### config.mk
export PLATFORM = sky130hd
export DESIGN_NAME = traffic_light_monitor
export DESIGN_NICKNAME = d
export VERILOG_FILES = /design/src/rtl/traffic_light_monitor_pkg.sv /design/src/rtl/traffic_light_decode.sv /design/src/rtl/traffic_light_monitor.sv
export SDC_FILE = /design/constraint.sdc
export NUM_CORES = 1
export LEC_CHECK = 0
export CORE_UTILIZATION = 55
export CTS_BUF_LIST = sky130_fd_sc_hd__clkbuf_16
export DETAILED_ROUTE_END_ITERATION = 8
export PLACE_DENSITY = 0.84
export SETUP_SLACK_MARGIN = 0.5
export SYNTH_ARGS = -nofsm -noshare
export SYNTH_HDL_FRONTEND = slang
export SYNTH_SLANG_ARGS = --single-unit
### constraint.sdc
create_clock -name clk -period 4.74 [get_ports clk]
set_input_delay 0.711 -clock clk [delete_from_list [all_inputs] [get_ports clk]]
set_output_delay 0.711 -clock clk [all_outputs]
set_load 0.005 [all_outputs]
### src/rtl/traffic_light_monitor_pkg.sv
// Shared encodings for the traffic light controller and its checkers:
// phase codes, one-hot light codes and default phase dwell lengths.
package traffic_light_monitor_pkg;

    typedef enum logic [1:0] {
        PH_RED    = 2'b00,
        PH_GREEN  = 2'b01,
        PH_YELLOW = 2'b10,
        PH_UNSYNC = 2'b11
    } phase_t;

    // Light bus bit order is {Red, Yellow, Green}
    localparam logic [2:0] LT_RED    = 3'b100;
    localparam logic [2:0] LT_YELLOW = 3'b010;
    localparam logic [2:0] LT_GREEN  = 3'b001;

    localparam int DEF_RED_CYCLES    = 6;
    localparam int DEF_GREEN_CYCLES  = 6;
    localparam int DEF_YELLOW_CYCLES = 3;

    function automatic phase_t next_phase(input phase_t p);
        case (p)
            PH_RED:    next_phase = PH_GREEN;
            PH_GREEN:  next_phase = PH_YELLOW;
            PH_YELLOW: next_phase = PH_RED;
            default:   next_phase = PH_UNSYNC;
        endcase
    endfunction

endpackage

### src/rtl/traffic_light_decode.sv
// Combinational light-bus decoder: maps a one-hot light code to its phase
// and flags any pattern that is not exactly one lamp lit.
module traffic_light_decode
    import traffic_light_monitor_pkg::*;
(
    input  logic [2:0] i_light,
    output logic       o_valid,
    output phase_t     o_phase
);

    always_comb begin
        o_valid = 1'b1;
        o_phase = PH_UNSYNC;
        case (i_light)
            LT_RED:    o_phase = PH_RED;
            LT_GREEN:  o_phase = PH_GREEN;
            LT_YELLOW: o_phase = PH_YELLOW;
            default:   o_valid = 1'b0;
        endcase
    end

endmodule

### src/rtl/traffic_light_monitor.sv
// Passive checker for the traffic light bus: tracks the phase, flags one-hot,
// ordering and dwell violations, and counts clean R->G->Y->R rounds.
module traffic_light_monitor
    import traffic_light_monitor_pkg::*;
#(
    parameter int RED_CYCLES    = DEF_RED_CYCLES,
    parameter int GREEN_CYCLES  = DEF_GREEN_CYCLES,
    parameter int YELLOW_CYCLES = DEF_YELLOW_CYCLES,
    parameter int DWELL_W       = 4,
    parameter int CNT_W         = 16
) (
    input  logic               clk,
    input  logic               rst,
    input  logic [2:0]         light,
    input  logic               clr_err,
    output logic [1:0]         phase,
    output logic               locked,
    output logic [DWELL_W-1:0] dwell,
    output logic               err_onehot,
    output logic               err_seq,
    output logic               err_dwell,
    output logic               err_pulse,
    output logic [CNT_W-1:0]   cycle_cnt
);

    localparam logic [DWELL_W:0]   LIM_RED    = (DWELL_W+1)'(RED_CYCLES);
    localparam logic [DWELL_W:0]   LIM_GREEN  = (DWELL_W+1)'(GREEN_CYCLES);
    localparam logic [DWELL_W:0]   LIM_YELLOW = (DWELL_W+1)'(YELLOW_CYCLES);
    localparam logic [DWELL_W:0]   ONE_W      = (DWELL_W+1)'(1);
    localparam logic [DWELL_W-1:0] DWELL_ONE  = DWELL_W'(1);
    localparam logic [CNT_W-1:0]   CNT_ONE    = CNT_W'(1);

    phase_t             r_state, r_state_next;
    logic [DWELL_W-1:0] r_dwell, r_dwell_next;
    logic               r_checked, r_checked_next;
    logic               r_overrun, r_overrun_next;
    logic               r_good, r_good_next;
    logic               r_err_onehot, r_err_onehot_next;
    logic               r_err_seq, r_err_seq_next;
    logic               r_err_dwell, r_err_dwell_next;
    logic               r_err_pulse, r_err_pulse_next;
    logic [CNT_W-1:0]   r_cycle_cnt, r_cycle_cnt_next;

    logic               w_valid;
    phase_t             w_phase;
    logic [DWELL_W:0]   w_limit;
    logic [DWELL_W:0]   w_dwell_inc;
    logic               w_new_onehot;
    logic               w_new_seq;
    logic               w_new_dwell;
    logic               w_any_err;

    traffic_light_decode u_decode (
        .i_light (light),
        .o_valid (w_valid),
        .o_phase (w_phase)
    );

    always_comb begin
        case (r_state)
            PH_RED:    w_limit = LIM_RED;
            PH_GREEN:  w_limit = LIM_GREEN;
            PH_YELLOW: w_limit = LIM_YELLOW;
            default:   w_limit = '0;
        endcase
    end

    assign w_dwell_inc = {1'b0, r_dwell} + ONE_W;

    always_comb begin
        r_state_next     = r_state;
        r_dwell_next     = r_dwell;
        r_checked_next   = r_checked;
        r_overrun_next   = r_overrun;
        r_good_next      = r_good;
        r_cycle_cnt_next = r_cycle_cnt;
        w_new_onehot     = 1'b0;
        w_new_seq        = 1'b0;
        w_new_dwell      = 1'b0;

        if (r_state == PH_UNSYNC) begin
            if (w_valid) begin
                r_state_next   = w_phase;
                r_dwell_next   = DWELL_ONE;
                r_checked_next = 1'b0;
                r_overrun_next = 1'b0;
                r_good_next    = 1'b0;
            end else begin
                w_new_onehot = 1'b1;
            end
        end else if (!w_valid) begin
            w_new_onehot   = 1'b1;
            r_state_next   = PH_UNSYNC;
            r_dwell_next   = '0;
            r_checked_next = 1'b0;
            r_overrun_next = 1'b0;
            r_good_next    = 1'b0;
        end else if (w_phase == r_state) begin
            r_dwell_next = (&r_dwell) ? r_dwell : w_dwell_inc[DWELL_W-1:0];
            if ((w_dwell_inc > w_limit) && !r_overrun) begin
                w_new_dwell    = 1'b1;
                r_overrun_next = 1'b1;
            end
        end else if (w_phase == next_phase(r_state)) begin
            if (r_checked && ({1'b0, r_dwell} != w_limit))
                w_new_dwell = 1'b1;
            r_state_next   = w_phase;
            r_dwell_next   = DWELL_ONE;
            r_checked_next = 1'b1;
            r_overrun_next = 1'b0;
            // A round only counts if its RED was itself entered cleanly from a checked YELLOW
            if (r_state == PH_YELLOW) begin
                r_good_next = r_checked && ({1'b0, r_dwell} == w_limit);
                if (r_good_next && r_good && !(&r_cycle_cnt))
                    r_cycle_cnt_next = r_cycle_cnt + CNT_ONE;
            end
        end else begin
            w_new_seq      = 1'b1;
            r_state_next   = w_phase;
            r_dwell_next   = DWELL_ONE;
            r_checked_next = 1'b0;
            r_overrun_next = 1'b0;
        end

        w_any_err = w_new_onehot | w_new_seq | w_new_dwell;
        if (w_any_err)
            r_good_next = 1'b0;

        // A fresh error on the same edge as clr_err keeps its flag set
        r_err_onehot_next = w_new_onehot | (r_err_onehot & ~clr_err);
        r_err_seq_next    = w_new_seq    | (r_err_seq    & ~clr_err);
        r_err_dwell_next  = w_new_dwell  | (r_err_dwell  & ~clr_err);
        r_err_pulse_next  = w_any_err;
    end

    always_ff @(posedge clk) begin
        if (rst) begin
            r_state      <= PH_UNSYNC;
            r_dwell      <= '0;
            r_checked    <= 1'b0;
            r_overrun    <= 1'b0;
            r_good       <= 1'b0;
            r_err_onehot <= 1'b0;
            r_err_seq    <= 1'b0;
            r_err_dwell  <= 1'b0;
            r_err_pulse  <= 1'b0;
            r_cycle_cnt  <= '0;
        end else begin
            r_state      <= r_state_next;
            r_dwell      <= r_dwell_next;
            r_checked    <= r_checked_next;
            r_overrun    <= r_overrun_next;
            r_good       <= r_good_next;
            r_err_onehot <= r_err_onehot_next;
            r_err_seq    <= r_err_seq_next;
            r_err_dwell  <= r_err_dwell_next;
            r_err_pulse  <= r_err_pulse_next;
            r_cycle_cnt  <= r_cycle_cnt_next;
        end
    end

    assign phase      = r_state;
    assign locked     = (r_state != PH_UNSYNC);
    assign dwell      = r_dwell;
    assign err_onehot = r_err_onehot;
    assign err_seq    = r_err_seq;
    assign err_dwell  = r_err_dwell;
    assign err_pulse  = r_err_pulse;
    assign cycle_cnt  = r_cycle_cnt;

endmodule

==> metrics.md <==
| Metric | Value |
|---|---|
| Hold EP | err_onehot$_SDFF_PP0_ |
| Starting Density | 57.6% |
| # IOs | 33 |
| Post-route cell area | 2220 µm² |
| FF-to-FF Start | phase[0]$_SDFFE_PP1P_ |
| Critical Path Sink Type | register |
| Worst path required time | 4.90 ns |
| Setup Viol. Count Final | 0 |
| Synth Area in XOR/XNOR | around 2.5% |
| Actual slew at the worst max-slew pin | 1.05 ns |
| Crit path kind | in2reg |
| Setup bufs post-CTS | 0 |
| Post-Syn Area | 1760 µm² |
| Detailed Routing Iterations Pass 1 | 4 |
| Share of layout cells above drive strength 1 | about 4.8% |
| R2R Path End | cycle_cnt[12]$_SDFFE_PP0P_ |
| Post-Synth Adder-Cell Area | 6.41% |
| Dpl ws | a little over 1 ns |
| DR vias/cell | 5.91 |
| Net count reported at finish | 266 |
| Crit Path Max Fanout | 29 |
| Clock buffer count from CTS | 5 |
| Synth cell types | 50 |
| RSZ-0062 raised after global routing | false |
| Worst slew margin | 30.0% |
| Layout area overhead | 26.1% |
| Maximum VDD drop | approximately 0.27 mV |
| Slew Viols, Final | 0 |
| Setup TNS | 0 ns |
| Avg WL per Cell | 13.7 µm |
| Status | finished, final reports clean |
| EDFF count, synth | 0 |
| Final hold vios | 0 |
| Clock buffer depth | 2 |
| Seq cells post-synth | 29 |
| Final GP Congestion | 0.882 |
| Pwr/cell area | a little under 300 nW/µm² |
| Worst setup margin | 1.31 ns |
| Ys Warns | 0 |
| CTS tree | built |
| Sequential-to-total area share from yosys stat | about 33% |
| Diode count | 0 |
| Clock-pin slew on the worst setup and hold paths | 0.05 ns |
| Post-CTS Resized | 0 |
| Final period util | 72.4% |
| Post-DP HPWL | 2.71 mm |
| Multi-input logic area | between 1000 and 1500 µm² |
| Worst-Skew Late Latency | 0.27 ns |
| Max-cap violation count | 0 |
| Initial drt markers | between 150 and 200 |
| Row cnt | 20 |
| Mapped Nets | roughly 240 |
| Min-Delay Path Depth | 2 |
| Die area | between 3000 and 4000 µm² |
| Simple-Gate Fraction of Synth Area | 25.9% |
| Gr ovfl total | 0 |
| Worst setup SP type | input port |
| First-pass GRT wire length | 6.42 mm |
| DP Area | 2080 µm² |
| Final core utilization | 72.6% |
| Die Width | 58.5 µm |
| DRT antenna net count | 0 |
| Skew final | 0.00401 ns |
| Via count | 1749 |
| Vias in the first global route | 1439 |
| DRC | 0 |
| Main combinational cell family by area after synthesis | simple AND/OR/NAND/NOR gates |
| HP Class | reg2reg |
| Syn Inst Count | 223 |
| Initial antenna violation count | 0 |
| Core area | 3050 µm² |
| Worst reg2reg setup slack | 1.57 ns |
| WHS | between 0.4 and 0.5 ns |
| Leakage | 0.764 nW |
| Min Clock Period, post-route | 3.43 ns |
| Async SR Flop Fraction | 0% |
| Hold-fix buffers, CTS | 0 |
| Die Ht | 58.5 µm |
| Hold path startpoint | err_onehot$_SDFF_PP0_ |
| Count of input and output buffers | 32 |
| Post-synthesis compound-gate area fraction | 25.5% |
| Multiplexer area fraction after synthesis | 1.85% |
| H-tree levels | 2 |
| GRT Util Overall | 24.8% |
| Avg Cell Area, Syn | 7.88 µm² |
| Routed wire length | 4.05 mm |
| R2R depth | 8 |
| Largest net degree at the start of global routing | 31 |
| Arrival @ worst endpoint | 3.59 ns |
| Prevailing post-synth register cell | dfxtp_1 |
| Storage cell area | about 580 µm² |
| FMAX | 291 MHz |
| Clk sinks | 29 |
| Fill cell count | 244 |
| CTS Root Cell | clkbuf_16 |
==> layer usage <==
metal	wire, µm	part of all wire [%]	track usage [%]	vias to the layer above
met5	0	0	0	-
met4	74	1.8	10.2	0
met2	1890	47	40.7	44
li1	-	-	-	887
met3	171	4.2	6.37	8
met1	1910	47	31.0	810
==> where the power goes <==
| group | switching (mW) | internal (mW) |
|---|---|---|
| Combinational | 0.0497 | 0.0401 |
| Clock | 0.105 | 0.190 |
| Sequential | 0.00633 | 0.250 |
| Total | 0.161 | 0.480 |
==> layout make-up <==
class	count	share of cell area, %
clock buffer	5	5.64
tap	44	2.48
clock inverter	3	0.621
timing repair buffer	32	14.4
multi-input combinational	175	49.3
inverter	8	1.35
sequential	29	26.2
==> cell usage after synthesis, drive strengths merged, types with 3 or more instances <==
master	count	share of area, %
nor2	16	3.4
or4	3	1.5
a211oi	6	2.6
clkbuf	4	0.85
nand3	8	2.3
dfxtp	29	33
o21ai	21	6.2
inv	8	1.7
ha	9	6.4
or3	14	5.0
nand4	5	1.8
a21oi	27	7.7
buf	7	2.3
nor3	7	2.0
nand2	18	3.8
xor2	3	1.5
==> through the flow <==
step                instances  power [mW]
floorplan                 223       0.322
global placement          288       0.348
detailed placement        288       0.350
CTS                       296       0.646
global route              296       0.666
finish                    296       0.641
==> placed cells by master (no fill, tap or decap), drive strengths merged, types with 3 or more instances in the layout <==
| cell type | count |
|---|---|
| clkdlybuf4s50 | 32 |
| nand4 | 5 |
| a21oi | 27 |
| nand3 | 8 |
| clkbuf | 5 |
| a211oi | 6 |
| nor3 | 7 |
| inv | 9 |
| or3 | 14 |
| nand2 | 18 |
| dfxtp | 29 |
| ha | 9 |
| xor2 | 3 |
| or4 | 3 |
| nor2 | 16 |
| o21ai | 21 |
==> critical path, stage by stage <==
cell             delay (ns)
clkdlybuf4s50_1        0.76
or3b_1                 0.41
a221oi_1               0.29
a211oi_1               0.14
or4_4                  0.69
nor4_1                 0.24
mux2_1                 0.35
==> flip-flops by register name, summed over array words and instances (netlist names) <==
signal      flops
r_checked       1
r_overrun       1
r_good          1
phase           2
err_dwell       1
cycle_cnt      16
err_pulse       1
err_onehot      1
dwell           4
err_seq         1
==> how the worst max path moves through the flow <==
stage                     startpoint                    endpoint  depth (start not counted)
3_5_place_dp                light[1]  cycle_cnt[12]$_SDFFE_PP0P_                          7
6_report                    light[1]  cycle_cnt[12]$_SDFFE_PP0P_                          7
4_1_cts                     light[1]  cycle_cnt[12]$_SDFFE_PP0P_                          7
5_1_grt                     light[0]  cycle_cnt[12]$_SDFFE_PP0P_                          7
3_3_place_gp                light[1]  cycle_cnt[12]$_SDFFE_PP0P_                          7
2_1_floorplan  phase[0]$_SDFFE_PP1P_  cycle_cnt[12]$_SDFFE_PP0P_                          9
==> cell families after synthesis <==
family / count (synthesis)
and+or+nand+nor: 85
AOI/OAI and AO/OA: 73
DFF: 29
buffers and inverters: 19
adders and majority gates: 9
xor gates and xnor gates: 5
muxes: 3
Note: power is estimated with default switching activity, not from simulation.
